## src/rtl/mig_axi_slice_limiter.sv

```systemverilog
// Registered AXI4 slice between the MIG AXI master and slave ports, with outstanding-burst caps.
// Define MIG_AXI_SLICE_STATS_EN to add the stat_* burst/stall counters.

module mig_axi_slice_limiter_skid #(
    parameter int unsigned W = 8
) (
    input  logic         clk,
    input  logic         rst,
    input  logic         in_valid,
    output logic         in_ready,
    input  logic [W-1:0] in_data,
    input  logic         out_en,
    output logic         out_valid,
    input  logic         out_ready,
    output logic [W-1:0] out_data
);
    logic         skid_valid;
    logic [W-1:0] skid_data;
    logic         in_fire;
    logic         advance;

    assign in_fire = in_valid && in_ready;
    // out_valid is the raw main-register state; out_en gates only what is presented downstream
    assign advance = !out_valid || (out_en && out_ready);

    always_ff @(posedge clk or posedge rst) begin
        if (rst) begin
            out_valid  <= 1'b0;
            out_data   <= '0;
            skid_valid <= 1'b0;
            skid_data  <= '0;
            in_ready   <= 1'b0;
        end else if (advance) begin
            if (skid_valid) begin
                out_valid  <= 1'b1;
                out_data   <= skid_data;
                skid_valid <= 1'b0;
            end else begin
                out_valid <= in_fire;
                if (in_fire) begin
                    out_data <= in_data;
                end
            end
            in_ready <= 1'b1;
        end else if (in_fire) begin
            skid_valid <= 1'b1;
            skid_data  <= in_data;
            in_ready   <= 1'b0;
        end else begin
            in_ready <= !skid_valid;
        end
    end
endmodule

module mig_axi_slice_limiter #(
    parameter int unsigned ID_W       = 4,
    parameter int unsigned ADDR_W     = 30,
    parameter int unsigned DATA_W     = 64,
    parameter int unsigned MAX_WR_OUT = 8,
    parameter int unsigned MAX_RD_OUT = 8
) (
    input  logic                  mig_ui_clk,
    input  logic                  mig_ui_rst,
`ifdef MIG_AXI_SLICE_STATS_EN
    output logic [31:0]           stat_wr_bursts,
    output logic [31:0]           stat_rd_bursts,
    output logic [31:0]           stat_wr_stall_cycles,
`endif
    input  logic [ID_W-1:0]       s_axi_awid,
    input  logic [ADDR_W-1:0]     s_axi_awaddr,
    input  logic [7:0]            s_axi_awlen,
    input  logic [2:0]            s_axi_awsize,
    input  logic [1:0]            s_axi_awburst,
    input  logic                  s_axi_awlock,
    input  logic [3:0]            s_axi_awcache,
    input  logic [2:0]            s_axi_awprot,
    input  logic [3:0]            s_axi_awqos,
    input  logic                  s_axi_awvalid,
    output logic                  s_axi_awready,
    input  logic [DATA_W-1:0]     s_axi_wdata,
    input  logic [DATA_W/8-1:0]   s_axi_wstrb,
    input  logic                  s_axi_wlast,
    input  logic                  s_axi_wvalid,
    output logic                  s_axi_wready,
    output logic [ID_W-1:0]       s_axi_bid,
    output logic [1:0]            s_axi_bresp,
    output logic                  s_axi_bvalid,
    input  logic                  s_axi_bready,
    input  logic [ID_W-1:0]       s_axi_arid,
    input  logic [ADDR_W-1:0]     s_axi_araddr,
    input  logic [7:0]            s_axi_arlen,
    input  logic [2:0]            s_axi_arsize,
    input  logic [1:0]            s_axi_arburst,
    input  logic                  s_axi_arlock,
    input  logic [3:0]            s_axi_arcache,
    input  logic [2:0]            s_axi_arprot,
    input  logic [3:0]            s_axi_arqos,
    input  logic                  s_axi_arvalid,
    output logic                  s_axi_arready,
    output logic [ID_W-1:0]       s_axi_rid,
    output logic [DATA_W-1:0]     s_axi_rdata,
    output logic [1:0]            s_axi_rresp,
    output logic                  s_axi_rlast,
    output logic                  s_axi_rvalid,
    input  logic                  s_axi_rready,
    output logic [ID_W-1:0]       m_axi_awid,
    output logic [ADDR_W-1:0]     m_axi_awaddr,
    output logic [7:0]            m_axi_awlen,
    output logic [2:0]            m_axi_awsize,
    output logic [1:0]            m_axi_awburst,
    output logic                  m_axi_awlock,
    output logic [3:0]            m_axi_awcache,
    output logic [2:0]            m_axi_awprot,
    output logic [3:0]            m_axi_awqos,
    output logic                  m_axi_awvalid,
    input  logic                  m_axi_awready,
    output logic [DATA_W-1:0]     m_axi_wdata,
    output logic [DATA_W/8-1:0]   m_axi_wstrb,
    output logic                  m_axi_wlast,
    output logic                  m_axi_wvalid,
    input  logic                  m_axi_wready,
    input  logic [ID_W-1:0]       m_axi_bid,
    input  logic [1:0]            m_axi_bresp,
    input  logic                  m_axi_bvalid,
    output logic                  m_axi_bready,
    output logic [ID_W-1:0]       m_axi_arid,
    output logic [ADDR_W-1:0]     m_axi_araddr,
    output logic [7:0]            m_axi_arlen,
    output logic [2:0]            m_axi_arsize,
    output logic [1:0]            m_axi_arburst,
    output logic                  m_axi_arlock,
    output logic [3:0]            m_axi_arcache,
    output logic [2:0]            m_axi_arprot,
    output logic [3:0]            m_axi_arqos,
    output logic                  m_axi_arvalid,
    input  logic                  m_axi_arready,
    input  logic [ID_W-1:0]       m_axi_rid,
    input  logic [DATA_W-1:0]     m_axi_rdata,
    input  logic [1:0]            m_axi_rresp,
    input  logic                  m_axi_rlast,
    input  logic                  m_axi_rvalid,
    output logic                  m_axi_rready
);
    localparam int unsigned AX_W = ID_W + ADDR_W + 25;
    localparam int unsigned WD_W = DATA_W + DATA_W/8 + 1;
    localparam int unsigned B_W  = ID_W + 2;
    localparam int unsigned R_W  = ID_W + DATA_W + 3;

    logic [AX_W-1:0] aw_in, aw_out, ar_in, ar_out;
    logic [WD_W-1:0] w_in, w_out;
    logic [B_W-1:0]  b_in, b_out;
    logic [R_W-1:0]  r_in, r_out;
    logic            aw_main_valid, ar_main_valid;
    logic            wr_at_cap, rd_at_cap;
    logic            aw_fire, b_fire, ar_fire, r_last_fire;
    logic [7:0]      wr_cnt, rd_cnt;

    assign aw_in = {s_axi_awid, s_axi_awaddr, s_axi_awlen, s_axi_awsize, s_axi_awburst,
                    s_axi_awlock, s_axi_awcache, s_axi_awprot, s_axi_awqos};
    assign {m_axi_awid, m_axi_awaddr, m_axi_awlen, m_axi_awsize, m_axi_awburst,
            m_axi_awlock, m_axi_awcache, m_axi_awprot, m_axi_awqos} = aw_out;
    assign ar_in = {s_axi_arid, s_axi_araddr, s_axi_arlen, s_axi_arsize, s_axi_arburst,
                    s_axi_arlock, s_axi_arcache, s_axi_arprot, s_axi_arqos};
    assign {m_axi_arid, m_axi_araddr, m_axi_arlen, m_axi_arsize, m_axi_arburst,
            m_axi_arlock, m_axi_arcache, m_axi_arprot, m_axi_arqos} = ar_out;
    assign w_in = {s_axi_wdata, s_axi_wstrb, s_axi_wlast};
    assign {m_axi_wdata, m_axi_wstrb, m_axi_wlast} = w_out;
    assign b_in = {m_axi_bid, m_axi_bresp};
    assign {s_axi_bid, s_axi_bresp} = b_out;
    assign r_in = {m_axi_rid, m_axi_rdata, m_axi_rresp, m_axi_rlast};
    assign {s_axi_rid, s_axi_rdata, s_axi_rresp, s_axi_rlast} = r_out;

    assign wr_at_cap     = (wr_cnt == 8'(MAX_WR_OUT));
    assign rd_at_cap     = (rd_cnt == 8'(MAX_RD_OUT));
    assign m_axi_awvalid = aw_main_valid && !wr_at_cap;
    assign m_axi_arvalid = ar_main_valid && !rd_at_cap;

    assign aw_fire     = m_axi_awvalid && m_axi_awready;
    assign b_fire      = s_axi_bvalid && s_axi_bready;
    assign ar_fire     = m_axi_arvalid && m_axi_arready;
    assign r_last_fire = s_axi_rvalid && s_axi_rready && s_axi_rlast;

    mig_axi_slice_limiter_skid #(.W(AX_W)) u_aw (
        .clk(mig_ui_clk), .rst(mig_ui_rst),
        .in_valid(s_axi_awvalid), .in_ready(s_axi_awready), .in_data(aw_in),
        .out_en(!wr_at_cap), .out_valid(aw_main_valid), .out_ready(m_axi_awready), .out_data(aw_out)
    );

    mig_axi_slice_limiter_skid #(.W(WD_W)) u_w (
        .clk(mig_ui_clk), .rst(mig_ui_rst),
        .in_valid(s_axi_wvalid), .in_ready(s_axi_wready), .in_data(w_in),
        .out_en(1'b1), .out_valid(m_axi_wvalid), .out_ready(m_axi_wready), .out_data(w_out)
    );

    mig_axi_slice_limiter_skid #(.W(B_W)) u_b (
        .clk(mig_ui_clk), .rst(mig_ui_rst),
        .in_valid(m_axi_bvalid), .in_ready(m_axi_bready), .in_data(b_in),
        .out_en(1'b1), .out_valid(s_axi_bvalid), .out_ready(s_axi_bready), .out_data(b_out)
    );

    mig_axi_slice_limiter_skid #(.W(AX_W)) u_ar (
        .clk(mig_ui_clk), .rst(mig_ui_rst),
        .in_valid(s_axi_arvalid), .in_ready(s_axi_arready), .in_data(ar_in),
        .out_en(!rd_at_cap), .out_valid(ar_main_valid), .out_ready(m_axi_arready), .out_data(ar_out)
    );

    mig_axi_slice_limiter_skid #(.W(R_W)) u_r (
        .clk(mig_ui_clk), .rst(mig_ui_rst),
        .in_valid(m_axi_rvalid), .in_ready(m_axi_rready), .in_data(r_in),
        .out_en(1'b1), .out_valid(s_axi_rvalid), .out_ready(s_axi_rready), .out_data(r_out)
    );

    // A completion with nothing outstanding is a protocol error: hold at 0, still forward it
    always_ff @(posedge mig_ui_clk or posedge mig_ui_rst) begin
        if (mig_ui_rst) begin
            wr_cnt <= '0;
            rd_cnt <= '0;
        end else begin
            if (aw_fire && !b_fire) begin
                wr_cnt <= wr_cnt + 8'd1;
            end else if (b_fire && !aw_fire && wr_cnt != 8'd0) begin
                wr_cnt <= wr_cnt - 8'd1;
            end
            if (ar_fire && !r_last_fire) begin
                rd_cnt <= rd_cnt + 8'd1;
            end else if (r_last_fire && !ar_fire && rd_cnt != 8'd0) begin
                rd_cnt <= rd_cnt - 8'd1;
            end
        end
    end

`ifdef MIG_AXI_SLICE_STATS_EN
    always_ff @(posedge mig_ui_clk or posedge mig_ui_rst) begin
        if (mig_ui_rst) begin
            stat_wr_bursts       <= '0;
            stat_rd_bursts       <= '0;
            stat_wr_stall_cycles <= '0;
        end else begin
            if (aw_fire) begin
                stat_wr_bursts <= stat_wr_bursts + 32'd1;
            end
            if (ar_fire) begin
                stat_rd_bursts <= stat_rd_bursts + 32'd1;
            end
            if (aw_main_valid && wr_at_cap) begin
                stat_wr_stall_cycles <= stat_wr_stall_cycles + 32'd1;
            end
        end
    end
`endif
endmodule

```

## config.mk

```make
export PLATFORM = sky130hd
export DESIGN_NAME = mig_axi_slice_limiter
export DESIGN_NICKNAME = d
export VERILOG_FILES = /design/src/rtl/mig_axi_slice_limiter.sv
export SDC_FILE = /design/constraint.sdc
export NUM_CORES = 1
export LEC_CHECK = 0
export BUFFER_PORTS_ARGS = -buffer_cell sky130_fd_sc_hd__buf_2
export CORE_ASPECT_RATIO = 0.6
export CORE_MARGIN = 8
export CORE_UTILIZATION = 50
export CTS_CLUSTER_SIZE = 30
export DETAILED_ROUTE_END_ITERATION = 6
export PLACE_DENSITY = 0.85
export SYNTH_ARGS = -nofsm -noshare
export SYNTH_HDL_FRONTEND = slang
export SYNTH_SLANG_ARGS = --single-unit
export TNS_END_PERCENT = 50
```

## constraint.sdc

```tcl
create_clock -name mig_ui_clk -period 18.3 [get_ports mig_ui_clk]
set_input_delay 0.915 -clock mig_ui_clk [delete_from_list [all_inputs] [get_ports mig_ui_clk]]
set_output_delay 0.915 -clock mig_ui_clk [all_outputs]
set_load 0.01 [all_outputs]
```

==> results.md, run 1 <==
- PD cells: 142 mW/mm^2
- F_max: 287 MHz
- Register Area: 0.0142 sq mm
- Total CTS buffers: 51
- Clk_lat worst skew: 0.57 ns
- Slowest CP cell: buf_4
- Leak: 12.7 nW
- Crit-path leading delay family: buffers and inverters
- Reg-to-Reg Start: rd_cnt[1]
- Post-route clock period utilization: 0.190
- Synthesized area: 0.0237 sq mm
- # port buffers: 557
- CTS Root Cell: clkbuf_16
- CP Launch Type: primary input
- Total power: 0.00407 W
- Placed Instances: 2997
- CP Class: in2async
- Initial antenna violation count: 20
- CTS tree: done
- Die X: 297 um
- Die height: 185 um
- # Max-Cap Violations: 0
- Detail Route Antenna Nets: 0
- Status: finished, final reports clean
- Syn_nets: 2193
- R2r endpoint: rd_cnt[5]
- Max transition margin: 0.165
- Number of synthesized register bits: 567
- Fin cells: 3112
- Yosys top cell area share: 0.597
- Nets: 2704
- Htree depth: 2
- Total Negative Setup Slacks: 0 ns
- Ranking of synthesized cells by area: dfrtp_1 60%, mux2_2 13%, mux2i_1 11%
- Fin. max-slew vios: 0
- Max stage delay on crit path: 0.95 ns
- R2R Setup Slk: 14.97 ns
- Avg Cell Area, Syn: 12.5 sq um
- Cell Area, Placed: 0.0271 sq mm
- Num rows: 62
- Crit path max fanout: 125
- Post-CTS resize count: 0
- First-pass GRT wire length: 94500 um
- Cells after synthesis: 1899
- Initial DRT Pass Iterations: 4
- WL per Instance: 19.2 um
- Crit path DAT: 4.15 ns
- WP data required: 18.97 ns
- Placer Congestion: 0.817
- Worst Reg-to-Reg Cells: 10
- Detailed Route Iter0 Violations: 1010
- Slew at the pin closest to its max-slew limit: 1.25 ns
- Post-Route WL: 59800 um
- Residual DRC: 0
- Initial core utilization: 0.501
- Hold Path Depth: 1
- # clock sinks: 567
- Max IR drop VDD: 0.0776 mV
- Final setup violation count: 0
- RSZ-0062 raised after global routing: false
- Clock buffer depth: 3
- HP Class: reg2reg
- Min Clock Period, post-route: 3.48 ns
- EDFF count, synth: 0
- GR Overflow Total: 0
- Vias in the first global route: 17700
- Synth Warn #: 0
- Core footprint: 0.0474 sq mm
- FILL cells: 3617
- Critical Path, Cell by Cell: buf_2 > inv_8 > buf_4 > buf_4 > buf_4
- Layout cells sized above 1: 0.389
- Critical path capture point type: async pin
- Fin. Hold Viols: 0
- Primary FF master, synth: dfrtp_1
- Vias: 16800
- Clock-pin slew on the worst setup and hold paths: 0.07 ns
- Async S/R FF share, synth: 1.00
- Register area share after synthesis: 0.597
- Hold EP: rd_cnt[7]
- Gr usage total: 0.208
- Most used cell, CP: buf_4
- Clock skew: 0.0196 ns
- Hold_buf cts: 0
- Synthesis-to-layout area growth: 21.0%
- Via/cell ratio: 5.38
- Die footprint: 0.0550 sq mm
- Post-CTS Setup Repair Bufs: 0
- IO Pins: 558
- Pin count of the biggest net entering global routing: 126
- Post-synth top area cell: dfrtp_1
- DPL Wire Length: 41600 um
- Fin area: 0.0287 sq mm
- Multi-input gate area: 0.00910 sq mm
- Post-synth cell types: 40
- Hold Path Origin: rd_cnt[7]
- CP bufs+invs: 5
==> cells by family after synthesis <==
family | synth area share
compound gates | 0.0671
xor+xnor | 0.00516
fa+ha+maj | 0.00801
buf+inv | 0.0219
flops | 0.597
mux | 0.244
simple gates | 0.0562
==> report_power, final <==
group          internal (W)  switching [W]
Clock              0.000578       0.000468
Combinational      0.000532       0.000593
Sequential          0.00165       0.000244
Total               0.00276        0.00131
==> metal layers <==
metal,up-vias,share of wire,GRT usage
li1,7672,-,-
met1,8457,0.39,0.251
met2,463,0.51,0.357
met3,162,0.051,0.0480
met4,4,0.042,0.0962
met5,-,0.00038,0
==> placed cells by master (no fill, tap or decap), types with 9 or more instances in the layout <==
master	netlist	layout
dfrtp_1	567	563
buf_2	5	557
a21oi_1	285	283
nor2_1	279	277
mux2_2	274	274
mux2i_1	270	270
clkbuf_16	0	51
diode_2	0	24
nand2_1	20	20
buf_4	4	15
ha_1	12	12
clkbuf_8	0	12
inv_1	11	10
o21ai_0	9	9
clkbuf_1	83	9
==> state kept, by name, summed over array words and instances (netlist names), 8 cells and up <==
name            count
u_r.out_data       71
u_r.skid_data      71
u_w.skid_data      73
u_aw.out_data      59
u_ar.out_data      59
wr_cnt              8
rd_cnt              8
u_w.out_data       73
u_ar.skid_data     59
u_aw.skid_data     59
==> area by class of cell <==
class                           count  area share
Antenna cell                       24     0.00209
Clock buffer                       72      0.0513
Multi-Input combinational cell   1207       0.317
Tap cell                          640      0.0279
Sequential cell                   567       0.494
Inverter                           11     0.00170
Timing Repair Buffer              572       0.101
Clock inverter                     19     0.00535
==> through the flow <==
step,utilization,hold slack [ns],setup WS [ns]
6_report,0.606,0.484,14.82
2_1_floorplan,-,0.440,1.53
5_1_grt,0.606,0.508,14.26
3_3_place_gp,0.571,0.462,14.16
4_1_cts,0.605,0.487,14.69
3_5_place_dp,0.571,0.469,14.06
==> how the worst max path moves through the flow <==
stage / end / start / cells after the start / slack [ns]
finish: u_r.skid_data[63] / mig_ui_rst / 5 / 14.82
global route: u_r.skid_data[59] / mig_ui_rst / 5 / 14.26
CTS: u_r.skid_data[63] / mig_ui_rst / 5 / 14.69
detailed placement: u_aw.out_data[42] / mig_ui_rst / 5 / 14.06
global placement: u_aw.skid_data[45] / mig_ui_rst / 5 / 14.16
floorplan: rd_cnt[0] / mig_ui_rst / 1 / 1.53
==> Yosys cell counts (all sizes together), types with 3 or more instances <==
master	instances
clkbuf	83
ha	12
or4	3
a21oi	287
nand3	5
buf	31
or3	3
nand2	20
o21ai	10
mux2i	270
inv	11
mux2	275
xnor2	8
dfrtp	567
and2	3
nor2	281
nor2b	5
nand2b	3
xor2	6
Note: power is estimated with default switching activity, not from simulation.
==> run 2: changes to the inputs <==
==> constraint.sdc (replaced) <==
create_clock -name mig_ui_clk -period 3.6 [get_ports mig_ui_clk]
set_input_delay 0.18 -clock mig_ui_clk [delete_from_list [all_inputs] [get_ports mig_ui_clk]]
set_output_delay 0.18 -clock mig_ui_clk [all_outputs]
set_load 0.01 [all_outputs]
==> run 2 against run 1 <==
Design area grew 11%; critical path type is now reg2reg; worst hold slack worse by 0.42 ns; critical endpoint is now rd_cnt[5]; highest routed layer is now met4; routed wire length increased by 22%; via count increased by 12%; final cell count is 9.2% higher; core utilization up 6.5 points; sequential share of layout area shrank 4.8 points.
==> results.md, run 2 (synthesized netlist as in run 1, its figures left out) <==
- Die X: 297 um
- Critical path capture point type: register
- Critical Path, Cell by Cell: or4_4 > or3_4 > and3b_4 > inv_1 > ha_1 > a21o_1 > a21oi_1 > o21ai_0 > xor2_1 > mux2_2
- Post-route clock period utilization: 0.917
- Pin count of the biggest net entering global routing: 119
- Total CTS buffers: 52
- Max stage delay on crit path: 0.58 ns
- Placer Congestion: 0.844
- RSZ-0062 raised after global routing: false
- # port buffers: 557
- Layout cells sized above 1: 0.353
- Vias: 18800
- CTS Root Cell: clkbuf_16
- Core footprint: 0.0474 sq mm
- Detailed Route Iter0 Violations: 1116
- Largest regs: u_w.out_data: 73 flops, u_w.skid_data: 73 flops
- WL per Instance: 21.5 um
- Fin. max-slew vios: 0
- Post-CTS Setup Repair Bufs: 0
- Most common cell after layout, fill and taps aside: dfrtp_1
- Post-Route WL: 73000 um
- Post-CTS resize count: 0
- Clock skew: 0.0231 ns
- Synthesis-to-layout area growth: 33.9%
- CTS tree: done
- # clock sinks: 567
- Num rows: 62
- Most frequent cells in the layout: 563 x dfrtp_1, 557 x buf_2, 283 x a21oi_1
- Clock-pin slew on the worst setup and hold paths: 0.07 ns
- Initial DRT Pass Iterations: 5
- Hold_buf cts: 279
- Min Clock Period, post-route: 3.30 ns
- Slew at the pin closest to its max-slew limit: 1.18 ns
- Vias in the first global route: 20700
- Clk_lat worst skew: 0.58 ns
- PD cells: 680 mW/mm^2
- CP Launch Type: register
- PnR worst setup slack: 0.298 ns
- Status: finished, final reports clean
- IO Pins: 558
- GR Overflow Total: 0
- DPL Wire Length: 43600 um
- First-pass GRT wire length: 114000 um
- Fin cells: 3397
- F_max: 303 MHz
- Final setup violation count: 0
- Max transition margin: 0.212
- Die height: 185 um
- Placed Instances: 3011
- Initial core utilization: 0.501
- Residual DRC: 0
- Via/cell ratio: 5.55
- Crit path max fanout: 7
- Detail Route Antenna Nets: 0
- Initial antenna violation count: 6
- Nets: 2998
- HP Class: in2reg
- Htree depth: 2
- Die footprint: 0.0550 sq mm
- CP Class: reg2reg
- DP Worst Slack: 0.374 ns
- Clock buffer depth: 3
- WP data required: 4.05 ns
- Gr usage total: 0.255
- Slowest CP cell: or4_4
- Fin. Hold Viols: 0
- Max IR drop VDD: 0.469 mV
- Crit path DAT: 3.75 ns
- Leak: 14.0 nW
- # Max-Cap Violations: 0
- Total Negative Setup Slacks: 0 ns
[run 2: report_power, final]
group          internal (W)  leakage, nW  switching (W)
combinational       0.00293         6.66        0.00336
sequential          0.00841         6.47        0.00132
clock               0.00310        0.838        0.00250
total                0.0144         14.0        0.00719
[run 2: worst paths after layout]
path                               startpoint            endpoint  slack [ns]  cells after the start
worst max-delay path                rd_cnt[1]           rd_cnt[5]        0.30                     10
worst min-delay path            m_axi_arready      u_ar.out_valid        0.06                      4
worst max register to register      rd_cnt[1]           rd_cnt[5]        0.30                     10
worst min register to register      rd_cnt[7]           rd_cnt[7]        0.47                      1
max in group asynchronous          mig_ui_rst      u_w.skid_valid        2.08                      4
min in group asynchronous          mig_ui_rst  u_ar.skid_data[42]        0.39                      3
[run 2: layer usage]
layer / part of all wire / global-route usage / vias to the layer above
li1: - / - / 8244
met1: 0.37 / 0.288 / 9476
met2: 0.52 / 0.456 / 818
met3: 0.052 / 0.0497 / 309
met4: 0.062 / 0.148 / 0
met5: 0 / 0 / -
[run 2: layout make-up]
type                       count  area (sq um)
antenna                       13          32.5
clock buffer                  75          1530
clock inverter                19           170
fill                        3068         15600
inverter                      11          45.0
multi-input combinational   1207          9100
sequential                   567         14200
tap                          640           801
timing repair buffer         865          5920
[run 2: worst max-delay path: cells and delay by family, from the launching register on]
family	cells	cell delay [ns]
and+or+nand+nor	3	1.20
DFF	1	0.43
muxes	1	0.27
AOI/OAI and AO/OA	3	0.61
xor gates and xnor gates	1	0.16
adders and majority gates	1	0.28
buffers and inverters	1	0.22
[run 2: stage by stage]
step | instance area (sq um) | power (W) | hold WS (ns) | utilization
finish | 31800 | 0.0216 | 0.0605 | 0.671
global route | 31800 | 0.0227 | 0.0649 | 0.671
detailed placement | 27300 | 0.0155 | 0.402 | 0.576
floorplan | 23800 | 0.0132 | 0.315 | -
CTS | 31800 | 0.0214 | 0.0301 | 0.670
global placement | 27300 | 0.0151 | 0.400 | 0.576
==> run 3: changes to the inputs <==
--- a/config.mk
+++ b/config.mk
@@ -11,8 +11,9 @@
 export CORE_UTILIZATION = 50
 export CTS_CLUSTER_SIZE = 30
 export DETAILED_ROUTE_END_ITERATION = 6
-export PLACE_DENSITY = 0.85
+export PLACE_DENSITY = 0.84
 export SYNTH_ARGS = -nofsm -noshare
 export SYNTH_HDL_FRONTEND = slang
+export SYNTH_HIERARCHICAL = 1
 export SYNTH_SLANG_ARGS = --single-unit
 export TNS_END_PERCENT = 50
==> run 3 against run 2 <==
Sequential share of layout area decreased by 2.5 points; fmax increased by 8.4%; sequential cell count unchanged; critical path type unchanged.
==> results.md, run 3 <==
- Synthesis-to-layout area growth: 30.1%
- Critical path capture point type: register
- First-pass GRT wire length: 111000 um
- Async S/R FF share, synth: 1.00
- R2R Setup Slk: 0.55 ns
- Total Negative Setup Slacks: 0 ns
- Initial DRT Pass Iterations: 5
- Clock buffer depth: 3
- Nets: 2739
- Sw frac: 0.322
- Fin area: 0.0337 sq mm
- Cells after synthesis: 1618
- Die height: 192 um
- Yosys top cell area share: 0.548
- Most common cell after layout, fill and taps aside: mux2_2
- Initial core utilization: 0.507
- Total CTS buffers: 51
- Htree depth: 2
- Detail Route Antenna Nets: 0
- CTS Root Cell: clkbuf_16
- Largest regs: u_w/out_data: 73 flops, u_w/skid_data: 73 flops
- FILL cells: 3299
- Vias in the first global route: 19400
- Placer Congestion: 0.801
- CP Class: reg2reg
- Fin. Hold Viols: 0
- IO Pins: 558
- Status: finished, final reports clean
- WHS: 0.208 ns
- Register area share after synthesis: 0.548
- Seq pwr share: 0.408
- F_max: 328 MHz
- Post-synth cell types: 51
- Slew at the pin closest to its max-slew limit: 1.04 ns
- Hold Path Origin: s_axi_wvalid
- Worst Reg-to-Reg Cells: 9
- Synthesized area: 0.0259 sq mm
- WP data required: 4.07 ns
- Cell Area, Placed: 0.0290 sq mm
- Crit path max fanout: 9
- Max stage delay on crit path: 0.46 ns
- Die footprint: 0.0595 sq mm
- # clock sinks: 567
- Synth Warn #: 6
- Detailed Route Iter0 Violations: 863
- Pin count of the biggest net entering global routing: 89
- Reg-to-Reg Start: rd_cnt[0]
- Final setup violation count: 0
- Leak: 15.2 nW
- Most frequent cells in the layout: 639 x mux2_2, 563 x dfrtp_1, 557 x buf_2
- Ranking of synthesized cells by area: dfrtp_1 55%, mux2_2 28%, mux2_4 10%
- CP Launch Type: register
- Primary FF master, synth: dfrtp_1
- R2r endpoint: rd_cnt[7]
- Initial antenna violation count: 6
- Commonest cells in the netlist: 639 x mux2_2, 567 x dfrtp_1, 172 x mux2_4
- Hold Path Depth: 3
- Post-route clock period utilization: 0.846
- Clock skew: 0.0223 ns
- Post-CTS resize count: 0
- Min Clock Period, post-route: 3.05 ns
- Critical Path, Cell by Cell: nor3_1 > nand3_1 > nand4_1 > ha_1 > a211oi_1 > o211ai_1 > o21ai_0 > mux2_2 > xnor2_1
- Core footprint: 0.0510 sq mm
- GR Overflow Total: 0
- Crit path DAT: 3.51 ns
- Post-Route WL: 70600 um
- Slowest CP cell: nor3_1
- Residual DRC: 0
- # Max-Cap Violations: 0
- Hold EP: u_w/in_ready
- RSZ-0062 raised after global routing: false
- Post-CTS Setup Repair Bufs: 0
- PD cells: 802 mW/mm^2
- Cell-internal power: 0.0183 W
- # port buffers: 557
- Post-synth top area cell: dfrtp_1
- Gr usage total: 0.231
- WL per Instance: 22.2 um
- Clk_lat worst skew: 0.58 ns
- HP Class: in2reg
- Num rows: 64
- Fin. max-slew vios: 0
- Clock-pin slew on the worst setup and hold paths: 0.07 ns
- Clock network power share: 0.221
- Max IR drop VDD: 0.578 mV
- CTS tree: done
- EDFF count, synth: 0
- Number of synthesized register bits: 567
- Avg Cell Area, Syn: 16.0 sq um
- Sw Pwr: 0.00868 W
- Via/cell ratio: 5.33
- Most common cell in the netlist: mux2_2
- Post-layout util: 0.660
- Comb power frac: 0.371
- Vias: 17000
- Die X: 310 um
- Layout cells sized above 1: 0.605
- Max transition margin: 0.305
- DPL Wire Length: 44300 um
-- run 3: cell types whose count changed after synthesis, moves of 35 or more --
cell | previous run | this run
buf_2 | 5 | 40
mux2i_1 | 270 | 2
mux2_2 | 274 | 639
clkbuf_1 | 83 | 0
mux2_4 | 0 | 172
nor2_1 | 279 | 5
a21oi_1 | 285 | 8
-- run 3: timing repair --
item | 4_1_cts | 5_1_grt
hold buffers | 283 | 0
endpoints found under the hold margin | 796 | 0
setup endpoints to repair | 0 | 0
-- run 3: how the worst max path moves through the flow --
stage                   end  cells past startpoint  slack [ns]        from
2_1_floorplan  u_r/in_ready                      1       -0.47  mig_ui_rst
3_3_place_gp      rd_cnt[7]                      9        0.76   rd_cnt[0]
3_5_place_dp      rd_cnt[7]                      9        0.64   rd_cnt[0]
4_1_cts           rd_cnt[7]                      9        0.63   rd_cnt[0]
5_1_grt           rd_cnt[7]                      9        0.34   rd_cnt[0]
6_report          rd_cnt[7]                      9        0.55   rd_cnt[0]
-- run 3: cell type report --
type | count | area, sq um | share of cell area
Sequential cell | 567 | 14200 | 0.422
Multi-Input combinational cell | 953 | 10900 | 0.323
Timing Repair Buffer | 857 | 5840 | 0.173
Clock buffer | 71 | 1440 | 0.0428
Tap cell | 693 | 867 | 0.0258
Clock inverter | 21 | 360 | 0.0107
Inverter | 14 | 66.3 | 0.00197
Antenna cell | 9 | 22.5 | 0.000669
-- run 3: logic make-up after synthesis --
kind of cell | after synthesis | synth area share
compound gates | 42 | 0.0127
xor+xnor | 13 | 0.00440
flops | 567 | 0.548
simple gates | 63 | 0.0150
fa+ha+maj | 15 | 0.00784
buf+inv | 103 | 0.0324
other cells | 1 | 0.000145
mux | 814 | 0.379
-- run 3: per-layer routing --
metal  track usage  up-vias  share of wire
li1              -     7469              -
met1         0.276     8766           0.39
met2         0.405      547           0.51
met3        0.0496      197          0.055
met4        0.0959        0          0.044
met5             0        -              0
-- run 3: power by group through the flow --
stage	clock network [W]	logic (W)	registers (W)
after floorplan	0	0.00610	0.0112
after global placement	0	0.00921	0.0107
after detailed placement	0	0.00959	0.0109
after CTS	0.00602	0.00992	0.0109
after global routing	0.00634	0.0107	0.0113
final	0.00596	0.0100	0.0110
-- run 3: metrics by stage --
stage	worst slack, ns	power (W)	cells
2_1_floorplan	-0.475	0.0173	1623
3_3_place_gp	0.761	0.0199	2801
3_5_place_dp	0.643	0.0205	2801
4_1_cts	0.627	0.0268	3176
5_1_grt	0.340	0.0283	3182
6_report	0.554	0.0270	3185
-- run 3: critical path, delay by kind of cell, from the launching register on --
family / cells / cell delay, ns
and+or+nand+nor: 3 / 1.07
DFF: 1 / 0.45
AOI/OAI and AO/OA: 3 / 0.59
muxes: 1 / 0.38
xor gates and xnor gates: 1 / 0.12
adders and majority gates: 1 / 0.33
